--- src/rtl/coraz7_btn_debouncer.sv ---
// Push-button conditioner for the Cora Z7 wrapper: per channel, a pad
// synchronizer, a stable-time debouncer, press/release pulses and a sticky
// press flag. All outputs are registered; channels share nothing.
//
// Ports:
//   clk           system clock
//   rst_n         asynchronous active-low reset
//   btn_raw       raw pad inputs (asynchronous, active-high)
//   btn_level     debounced button level
//   btn_press     one-cycle pulse, high in the first cycle btn_level reads 1
//   btn_release   one-cycle pulse, high in the first cycle btn_level reads 0
//   press_pending sticky press flag, cleared by press_clear (set wins)
//   press_clear   per-bit clear strobe for press_pending
module coraz7_btn_debouncer #(
  parameter int unsigned NUM_BTNS        = 2,
  parameter int unsigned SYNC_STAGES     = 2,
  parameter int unsigned DEBOUNCE_CYCLES = 1250000
) (
  input  logic                clk,
  input  logic                rst_n,
  input  logic [NUM_BTNS-1:0] btn_raw,
  output logic [NUM_BTNS-1:0] btn_level,
  output logic [NUM_BTNS-1:0] btn_press,
  output logic [NUM_BTNS-1:0] btn_release,
  output logic [NUM_BTNS-1:0] press_pending,
  input  logic [NUM_BTNS-1:0] press_clear
);

  localparam int unsigned CNT_W = (DEBOUNCE_CYCLES > 2) ? $clog2(DEBOUNCE_CYCLES) : 1;
  localparam logic [CNT_W-1:0] CNT_MAX = CNT_W'(DEBOUNCE_CYCLES - 1);

  for (genvar i = 0; i < NUM_BTNS; i++) begin : g_chan
    logic [SYNC_STAGES-1:0] sync_q;
    logic                   sync_out;
    logic [CNT_W-1:0]       cnt_q;
    logic [CNT_W-1:0]       cnt_d;
    logic                   flip;
    logic                   level_q;
    logic                   press_q;
    logic                   release_q;
    logic                   pending_q;

    assign sync_out = sync_q[SYNC_STAGES-1];

    // Stable-time counter: restarts whenever the input agrees with the
    // current level, flips the level on the terminal count, never wraps.
    always_comb begin
      cnt_d = '0;
      flip  = 1'b0;
      if (sync_out != level_q) begin
        if (cnt_q == CNT_MAX) begin
          flip = 1'b1;
        end else begin
          cnt_d = cnt_q + CNT_W'(1);
        end
      end
    end

    // Pulses are registered on the same edge as the level change, so they
    // line up with the first cycle the new level is visible. The pending
    // flag is set from the registered press pulse; set beats clear.
    always_ff @(posedge clk or negedge rst_n) begin
      if (!rst_n) begin
        sync_q    <= '0;
        cnt_q     <= '0;
        level_q   <= 1'b0;
        press_q   <= 1'b0;
        release_q <= 1'b0;
        pending_q <= 1'b0;
      end else begin
        sync_q    <= {sync_q[SYNC_STAGES-2:0], btn_raw[i]};
        cnt_q     <= cnt_d;
        if (flip) begin
          level_q <= sync_out;
        end
        press_q   <= flip & sync_out;
        release_q <= flip & ~sync_out;
        pending_q <= press_q | (pending_q & ~press_clear[i]);
      end
    end

    assign btn_level[i]     = level_q;
    assign btn_press[i]     = press_q;
    assign btn_release[i]   = release_q;
    assign press_pending[i] = pending_q;
  end

endmodule

--- config.mk ---
export PLATFORM = sky130hd
export DESIGN_NAME = coraz7_btn_debouncer
export DESIGN_NICKNAME = d
export VERILOG_FILES = /design/src/rtl/coraz7_btn_debouncer.sv
export SDC_FILE = /design/constraint.sdc
export NUM_CORES = 1
export LEC_CHECK = 0
export BUFFER_PORTS_ARGS = -buffer_cell sky130_fd_sc_hd__buf_2
export CAP_MARGIN = 20
export CORE_MARGIN = 5
export CORE_UTILIZATION = 60
export DETAILED_ROUTE_END_ITERATION = 8
export GPL_TIMING_DRIVEN = 0
export PLACE_DENSITY = 0.78
export SLEW_MARGIN = 20
export SYNTH_ARGS = -nofsm -noshare
export SYNTH_HDL_FRONTEND = slang
export SYNTH_SLANG_ARGS = --single-unit
--- constraint.sdc ---
create_clock -name clk -period 2.51 [get_ports clk]
set_clock_uncertainty 0.2 [all_clocks]
set_input_delay 0.753 -clock clk [delete_from_list [all_inputs] [get_ports clk]]
set_output_delay 0.753 -clock clk [all_outputs]
set_load 0.01 [all_outputs]
# ---- Word level (Yosys, flattened, before mapping)
# Cells that the tools add are included.
# W data, S select, Z words.
dict set report totals {
  wordCells 38
  in_bits 6
  regBits 54
}
dict set report op_classes {
  mux 8
  n_bitwise 12
  eq_ne 4
  add_sub_neg 2
}
# op count
set op_table {}
lappend op_table {{$mux W21} 4}
lappend op_table {{$add A21 B1 Y21 const B} 2}
lappend op_table {{$eq A21 B21 Y1 const B} 2}
lappend op_table {{$and A1 B1 Y1} 6}
lappend op_table {{$mux W1} 4}
lappend op_table {{$not A1 Y1} 4}
lappend op_table {{$ne A1 B1 Y1} 2}
lappend op_table {{$or A1 B1 Y1} 2}

# ---- Depth between registers and ports, before layout
# Gate-level depths: netlist of run 1.
dict set report logic_depth {
  depth_word 4
  ltp_mapped 6
  mapped_depth_nobuf 5
}

# ---- Least setup slack after synthesis of run 1
# OpenSTA, ideal clock, no wires.
dict set report synth_path {
  path_type {register -> register}
  startpoint {register g_chan[0].cnt_q[0]}
  endpoint {register g_chan[0].level_q}
  period_less_slack_ns 2.154
  setup_time_ns 0.125
  arrival_ns 1.829
  stages_incl_launch_ff 6
  path_slack_ns 0.356
  path_cell_list {dfrtp_1 -> ha_1 -> and3_1 -> nand4_1 -> or4_4 -> mux2_4}
}
dict set report synth_between {
  elab_chain_cells 3
}
# item line_no
set synth_lines {}
lappend synth_lines {{start, declared} 35} ;# logic [CNT_W-1:0] cnt_q;
lappend synth_lines {{start signal, assigned} 72} ;# cnt_q <= cnt_d;
lappend synth_lines {{$eq A21 B21 Y1} 51} ;# if (cnt_q == CNT_MAX) begin
lappend synth_lines {{$mux W1} 51}
lappend synth_lines {{$mux W1} 50} ;# if (sync_out != level_q) begin
lappend synth_lines {{end signal, assigned} 74} ;# level_q <= sync_out;
lappend synth_lines {{end, declared} 38} ;# logic level_q;
# Every way passes these cells.
# A chain may end at the register's enable or synchronous reset.

# ---- Final worst setup path of run 1
dict set report layout_path {
  startpoint {register g_chan[1].cnt_q[0]}
  endpoint {register g_chan[1].cnt_q[11]}
}
dict set report layout_between {
  elab_chain_cells 3
  word_cells_on_any_way 4
}
# item line_no
set layout_lines {}
lappend layout_lines {{start, declared} 35}
lappend layout_lines {{start signal, assigned} 72}
lappend layout_lines {{$add A21 B1 Y21 / $eq A21 B21 Y1 (equally long branches)} {54, 51}}
lappend layout_lines {{$mux W21 (*)} 51}
lappend layout_lines {{$mux W21 (*)} 50}
lappend layout_lines {{via g_chan[1].cnt_d[11]} 36} ;# logic [CNT_W-1:0] cnt_d;
# The timed path passes the listed nets; every way through them passes the cells marked *.

==> results of run 1 <==
-- worst max-delay path: cells and delay by family, from the launching register on --
kind | cells | cell delay (ps)
buffers and inverters | 1 | 340
AO/OA/AOI/OAI | 1 | 550
AND/OR/NAND/NOR | 3 | 480
flip-flops | 1 | 420
adder cells (fa/ha/maj) | 1 | 260
-- layout by cell type (no fill, tap or decap), types with 3 or more instances in the layout --
| master | count |
|---|---|
| and4_1 | 4 |
| nor2_1 | 25 |
| or4_1 | 4 |
| and2_1 | 3 |
| o21ai_0 | 9 |
| dfrtp_1 | 54 |
| o31ai_1 | 4 |
| nand2_1 | 16 |
| nand3_1 | 14 |
| buf_4 | 10 |
| or4_4 | 4 |
| xor2_1 | 14 |
| a21oi_1 | 12 |
| inv_1 | 5 |
| nor3b_1 | 6 |
| nand4_1 | 9 |
| and3_1 | 8 |
| xnor2_1 | 13 |
| nor4_1 | 7 |
| buf_2 | 13 |
| clkbuf_8 | 6 |
| or3_1 | 11 |
-- logic make-up after synthesis --
kind of cell	count (synthesis)	synth area share (%)
AOI/OAI and AO/OA	30	8.06
muxes	2	0.989
buffers and inverters	17	3.72
DFF	54	50.9
adders and majority gates	2	0.942
and+or+nand+nor	120	26.5
xor gates and xnor gates	27	8.91
-- state kept, by name, summed over array words and instances, names as in the netlist --
register / cells
g_chan.cnt_q: 42
g_chan.level_q: 2
g_chan.pending_q: 2
g_chan.press_q: 2
g_chan.release_q: 2
g_chan.sync_q: 4
-- per-layer routing --
layer	part of all wire [%]	vias to the layer above	wire, um
met4	1.0	0	47
met1	44	937	2060
li1	-	940	-
met3	5.6	8	261
met5	0	-	0
met2	49	51	2280
-- how the worst max path moves through the flow --
stage                     depth (start not counted)                  end  slack [ps]                from
after CTS                                         6  g_chan[1].cnt_q[11]          40  g_chan[1].cnt_q[0]
after detailed placement                          6  g_chan[1].cnt_q[11]          50  g_chan[1].cnt_q[0]
after global routing                              6   g_chan[1].cnt_q[5]           7  g_chan[1].cnt_q[0]
final                                             6  g_chan[1].cnt_q[11]         160  g_chan[1].cnt_q[0]
after global placement                            6  g_chan[1].cnt_q[16]         100  g_chan[1].cnt_q[0]
after floorplan                                   5    g_chan[0].level_q         360  g_chan[0].cnt_q[0]
-- power groups by stage --
| stage | clock, mW | sequential [mW] | combinational, mW |
|---|---|---|---|
| floorplan | 0 | 0.907 | 0.0254 |
| global placement | 0 | 0.909 | 0.0513 |
| detailed placement | 0 | 0.909 | 0.0535 |
| CTS | 0.603 | 0.892 | 0.0536 |
| global route | 0.638 | 0.894 | 0.0597 |
| finish | 0.589 | 0.892 | 0.0513 |
-- metrics by stage --
step | hold slack [ps] | instances | power (mW)
3_3_place_gp | 134 | 317 | 0.960
5_1_grt | 166 | 324 | 1.59
4_1_cts | 158 | 324 | 1.55
6_report | 155 | 324 | 1.53
2_1_floorplan | 131 | 252 | 0.932
3_5_place_dp | 137 | 317 | 0.963
-- final cells by class --
type                            instances  area share, %
Timing Repair Buffer                   13           2.33
Clock inverter                          1           1.04
Buffer                                 12           2.76
Inverter                                5          0.647
Clock buffer                            6           2.85
Multi-Input combinational cell        181           41.5
Tap cell                               52           2.24
Sequential cell                        54           46.6
-- repair_timing --
action / 4_1_cts / 5_1_grt
resized for setup: 0 / 0
hold buffers: 0 / 0
endpoints found under the setup margin: 0 / 20
==> key figures, run 1 <==
Run status
  • Outcome: complete, no violations

Detailed routing
  • Avg WL per Cell: 14.4 um
  • TritonRoute pass-1 iters: 4
  • Vias/cell: 5.98
  • Vias: a little under 2,000
  • DRC: 0
  • Post-Route WL: approximately 4700 um
  • DRT iter0 DRCs: between 100 and 150
  • ANT nets after route: 0

Synthesis
  • EDFF count, synth: 0
  • Syn nets: 260
  • Post-synth top area cell: dfrtp_1
  • Yosys cell types: 35
  • Synth Warn #: 0
  • Asr flop ratio synth: 100%
  • Most common cell in the netlist: dfrtp_1
  • Synth top area cells: dfrtp_1, xor2_1, xnor2_1
  • Synth top area share: 50.9%
  • Most used DFF post-synth: dfrtp_1
  • Cell Area, Synth: 2660 um2
  • Yosys reg bits: 54
  • Post-Syn Instances: between 200 and 300
  • Register area share after synthesis: approximately half
  • Top cells by count, synth: dfrtp_1, nor2_1, nand2_1
  • Syn Area/Cell: ~11 um2

CTS
  • CTS sink cnt: 54
  • Worst-Skew Late Latency: about 300 ps
  • Reg clk slew, reported paths: 90 ps
  • CTS tree: yes
  • Setup Fix Bufs, Post-CTS: 0
  • Root Buffer: clkbuf_8
  • H-Tree Depth: 2
  • Clk buf depth: 2
  • TritonCTS Buffers: 5

STA
  • Setup TNS: 0 ps
  • Unrepaired setup endpoints after global routing: no
  • Fmax achieved: roughly 430 MHz
  • Count of final setup violators: 0
  • Max Transition Viols Final: 0
  • Final hold viol count: 0
  • Final WS setup: between 150 and 200 ps
  • Slew HR: 56.6%
  • Minimum clock period: ~2300 ps
  • Final Cycle Share: 93.4%
  • Tightest Pin Transition: roughly 650 ps

Place
  • DP Worst Slack: 51.4 ps
  • Port Buffer Count: 13
  • Hpwl dp: between 3000 and 4000 um
  • DP Area: ~2800 um2
  • Routability Congestion: approximately 0.84

GRT
  • Met1 Use GR: roughly 22%
  • Largest net degree at the start of global routing: 55
  • GR Util met3: 4.02%
  • Antenna violations before repair: 0
  • GRT overflow: 0
  • GR Layer Usage met2: a little over a quarter
  • Global-route wire length before repair: roughly 8100 um
  • Vias in the first global route: between 1,500 and 2,000
  • Gr busiest metal: met2
  • GR Util All Layers: between 10% and 20%

Die
  • Die Span X: about 77 um
  • Die area: 5860 um2
  • Number of top-level pins: 14
  • Std-Cell Rows: 24
  • Initial Util: between 60% and 70%
  • Die Y: roughly 77 um
  • Core ar.: 4320 um2

Pwr
  • Worst vdd ir: approximately 390 uV
  • Pint: 1.22 mW
  • Sw Share: approximately a fifth
  • Sequential Power Share: between 50% and 60%
  • Clock network fraction of design power: roughly two fifths
  • Leakage power: between 1 and 1.5 nW
  • Comb pwr share: between 3 and 4%
  • Pwr dens: 528 nW/um2
  • Net Sw Power: about 0.32 mW

Hold path
  • Worst hold path class: reg -> reg
  • Hold Crit Start: g_chan[0].sync_q[0]
  • Worst hold path depth: 0
  • Worst Hold Path EP: g_chan[0].sync_q[1]

Setup path
  • Crit path max fanout: 10
  • CP max stage delay: 550 ps
  • Setup crit start kind: register
  • Reg2Reg Launch Point: g_chan[1].cnt_q[0]
  • R2r worst-path depth: 6
  • Setup crit end kind: register
  • R2r setup slk: roughly 160 ps
  • Slowest cell on crit path: o41ai_4
  • R2R Path End: g_chan[1].cnt_q[11]
  • CP Cell Sequence: ha_1, and3_1, nand4_1, o41ai_4, buf_2, nor2_1
  • Critical Path AT: 2340 ps
  • WS Path Type: reg -> reg
  • Critical Path RT: 2500 ps

Layout
  • Design area: 2900 um2
  • Share of post-route cells with drive strength above 1: between 10% and 20%
  • FF/Latch Area: between 1000 and 1500 um2
  • Layout area overhead: 9.24%
  • Multi-input logic area: around 1200 um2
  • Final Util: about two thirds
  • Fillcell total: around 370
  • NumNets Final: 280
  • Ant diodes: 0

Job
  • Max Cap Viol: 0
No activity file was read; power rests on OpenSTA's default activity.
==> inputs of run 2 (changes only) <==
--- a/config.mk
+++ b/config.mk
@@ -5,6 +5,7 @@
 export SDC_FILE = /design/constraint.sdc
 export NUM_CORES = 1
 export LEC_CHECK = 0
+export ABC_AREA = 1
 export BUFFER_PORTS_ARGS = -buffer_cell sky130_fd_sc_hd__buf_2
 export CAP_MARGIN = 20
 export CORE_MARGIN = 5
==> key figures, run 2 <==
Run status
  • Outcome: complete, no violations

GRT
  • Vias in the first global route: ~2,300
  • Global-route wire length before repair: approximately 9900 um
  • GRT overflow: 0
  • Antenna violations before repair: 0
  • Largest net degree at the start of global routing: 55
  • GR Util All Layers: approximately 20%

Synthesis
  • Synth Area in Adders: 0.842%
  • Syn nets: slightly above 400
  • Top cells by count, synth: nor2_1, nand2_1, dfrtp_1
  • Cell Area, Synth: around 3000 um2
  • Post-synth top area cell: dfrtp_1
  • EDFF count, synth: 0
  • Post-Synth Simple-Gate Area: ~38%
  • Synth top area cells: dfrtp_1, nor2_1, nand2_1
  • Asr flop ratio synth: 100%
  • Yosys reg bits: 54
  • Syn Area/Cell: about 7.4 um2
  • Mux cell area share after synthesis: 0%
  • Register area share after synthesis: 45.5%
  • Largest family of logic cells by synthesized area: simple AND/OR/NAND/NOR gates
  • Post-Synth XOR/XNOR Area: 5.01%
  • Yosys cell types: 24
  • Synth top area share: a little under half
  • Synth Warn #: 0
  • Most common cell in the netlist: nor2_1
  • Most used DFF post-synth: dfrtp_1
  • Post-Syn Instances: ~400
  • Synth Area in Compound Gates: slightly above 2%

Layout
  • Ant diodes: 0
  • Layout area overhead: 8.29%
  • Register name with the most flops: g_chan.cnt_q
  • Share of post-route cells with drive strength above 1: 12.4%
  • NumNets Final: 427
  • Largest register FFs: 42
  • Largest registers: g_chan.cnt_q: 42 flops, g_chan.sync_q: 4 flops
  • Commonest non-fill, non-tap cell in the layout: nor2_1
  • Final Util: 67.7%
  • Fillcell total: ~440
  • Fin cells: 487
  • Most frequent cells in the layout: nor2_1, nand2_1, dfrtp_1

Setup path
  • Crit path max fanout: 4
  • Setup crit start kind: register
  • R2r worst-path depth: 7
  • Critical Path RT: around 1600 ps
  • Critical Path AT: 1000 ps
  • Setup crit end kind: output pin
  • WS Path Type: reg -> out

Detailed routing
  • Avg WL per Cell: 11.6 um
  • ANT nets after route: 0
  • TritonRoute pass-1 iters: 4
  • Vias/cell: roughly 5.0
  • DRT iter0 DRCs: about 140
  • Post-Route WL: between 5000 and 6000 um
  • DRC: 0
  • Vias: ~2,500

Pwr
  • Comb pwr share: 3.9%
  • Worst vdd ir: about 270 uV
  • Clock network fraction of design power: roughly 34%
  • Net Sw Power: 0.342 mW
  • Sw Share: between 20% and 30%
  • Pint: ~1.1 mW
  • Leakage power: 1.48 nW
  • Sequential Power Share: about three fifths
  • Total chip power: between 1 and 1.5 mW
  • Pwr dens: between 400 and 500 nW/um2

CTS
  • CTS tree: yes
  • CTS sink cnt: 54
  • Clk buf depth: 2
  • H-Tree Depth: 2
  • Reg clk slew, reported paths: roughly 100 ps
  • Root Buffer: clkbuf_8
  • Post-CTS Resized: 0
  • TritonCTS Buffers: 5
  • Setup Fix Bufs, Post-CTS: 0
  • Worst-Skew Late Latency: approximately 300 ps
  • Hold_buf cts: 0

STA
  • Final Cycle Share: about 78%
  • Slew HR: a little under three fifths
  • Tightest Pin Transition: 655 ps
  • Final WS setup: between 500 and 600 ps
  • Fmax achieved: roughly 510 MHz
  • Setup TNS: 0 ps
  • Minimum clock period: 1950 ps
  • Final hold viol count: 0
  • Max Transition Viols Final: 0
  • Count of final setup violators: 0
  • Unrepaired setup endpoints after global routing: no

Die
  • Std-Cell Rows: 25
  • Die area: approximately 6500 um2
  • Initial Util: between 60% and 70%
  • Number of top-level pins: 14
  • Core ar.: ~4800 um2
  • Die Y: approximately 80 um
  • Die Span X: ~80 um

Place
  • Hpwl dp: about 4300 um
  • Port Buffer Count: 13
  • Routability Congestion: about 0.95
  • Total placed cells including tap cells: 479
  • DP Worst Slack: 734 ps

Hold path
  • Worst hold path depth: 0
  • Worst hold path class: reg -> reg

Job
  • Max Cap Viol: 0
==> run 2: cell types whose count changed in the layout (fill, tap and decap cells not counted), moves of 11 or more <==
cell,before,now
nor2_1,25,99
nand2_1,16,84
inv_1,5,48
nand3_1,14,34
or3_1,11,0
==> run 2: cells by family after synthesis <==
logic type               after synthesis
AO/OA/AOI/OAI                         11
XOR/XNOR                              17
adder cells (fa/ha/maj)                2
buffers and inverters                 60
flip-flops                            54
AND/OR/NAND/NOR                      255
==> run 2: critical path, stage by stage (launching register included) <==
cell     delay (ps)
dfrtp_1         430
buf_4           140
buf_2           130
==> run 2: worst paths after layout <==
check / to / slack, ps / start
hold reg to reg: g_chan[0].sync_q[1] / 160 / g_chan[0].sync_q[0]
hold / removal: g_chan[0].sync_q[1] / 160 / g_chan[0].sync_q[0]
setup reg to reg: g_chan[1].cnt_q[12] / 700 / g_chan[1].cnt_q[0]
min in group asynchronous: g_chan[0].cnt_q[18] / 250 / rst_n
max in group asynchronous: g_chan[1].cnt_q[20] / 1390 / rst_n
setup / recovery: btn_level[0] / 560 / g_chan[0].level_q
==> run 2: layout make-up <==
class | count | area [um2] | area share, %
clock buffers | 5 | 68.8 | 2.14
well taps | 67 | 83.8 | 2.60
inverters | 50 | 188 | 5.83
multi-input cells | 285 | 1360 | 42.1
clock inverters | 3 | 26.3 | 0.816
plain buffers | 10 | 76.3 | 2.37
flip-flops and latches | 54 | 1350 | 42.0
repair buffers | 13 | 67.6 | 2.10
==> run 2: stage by stage <==
step	instance area (um2)	hold slack, ps
floorplan	2970	131
global placement	3120	134
detailed placement	3120	136
CTS	3220	159
global route	3220	167
finish	3220	157
==> run 2: per-layer routing <==
| layer | GRT usage [%] | routed length [um] |
|---|---|---|
| met5 | 0 | 0 |
| met4 | 7.09 | 95 |
| met3 | 3.81 | 239 |
| met2 | 33.5 | 2760 |
| met1 | 25.3 | 2560 |
==> run 2: power by group through the flow <==
stage | clock [mW] | combinational, mW | sequential, mW
global placement | 0 | 0.0567 | 0.907
detailed placement | 0 | 0.0587 | 0.907
finish | 0.493 | 0.0563 | 0.890
floorplan | 0 | 0.0287 | 0.905
CTS | 0.512 | 0.0586 | 0.890
global route | 0.554 | 0.0654 | 0.893
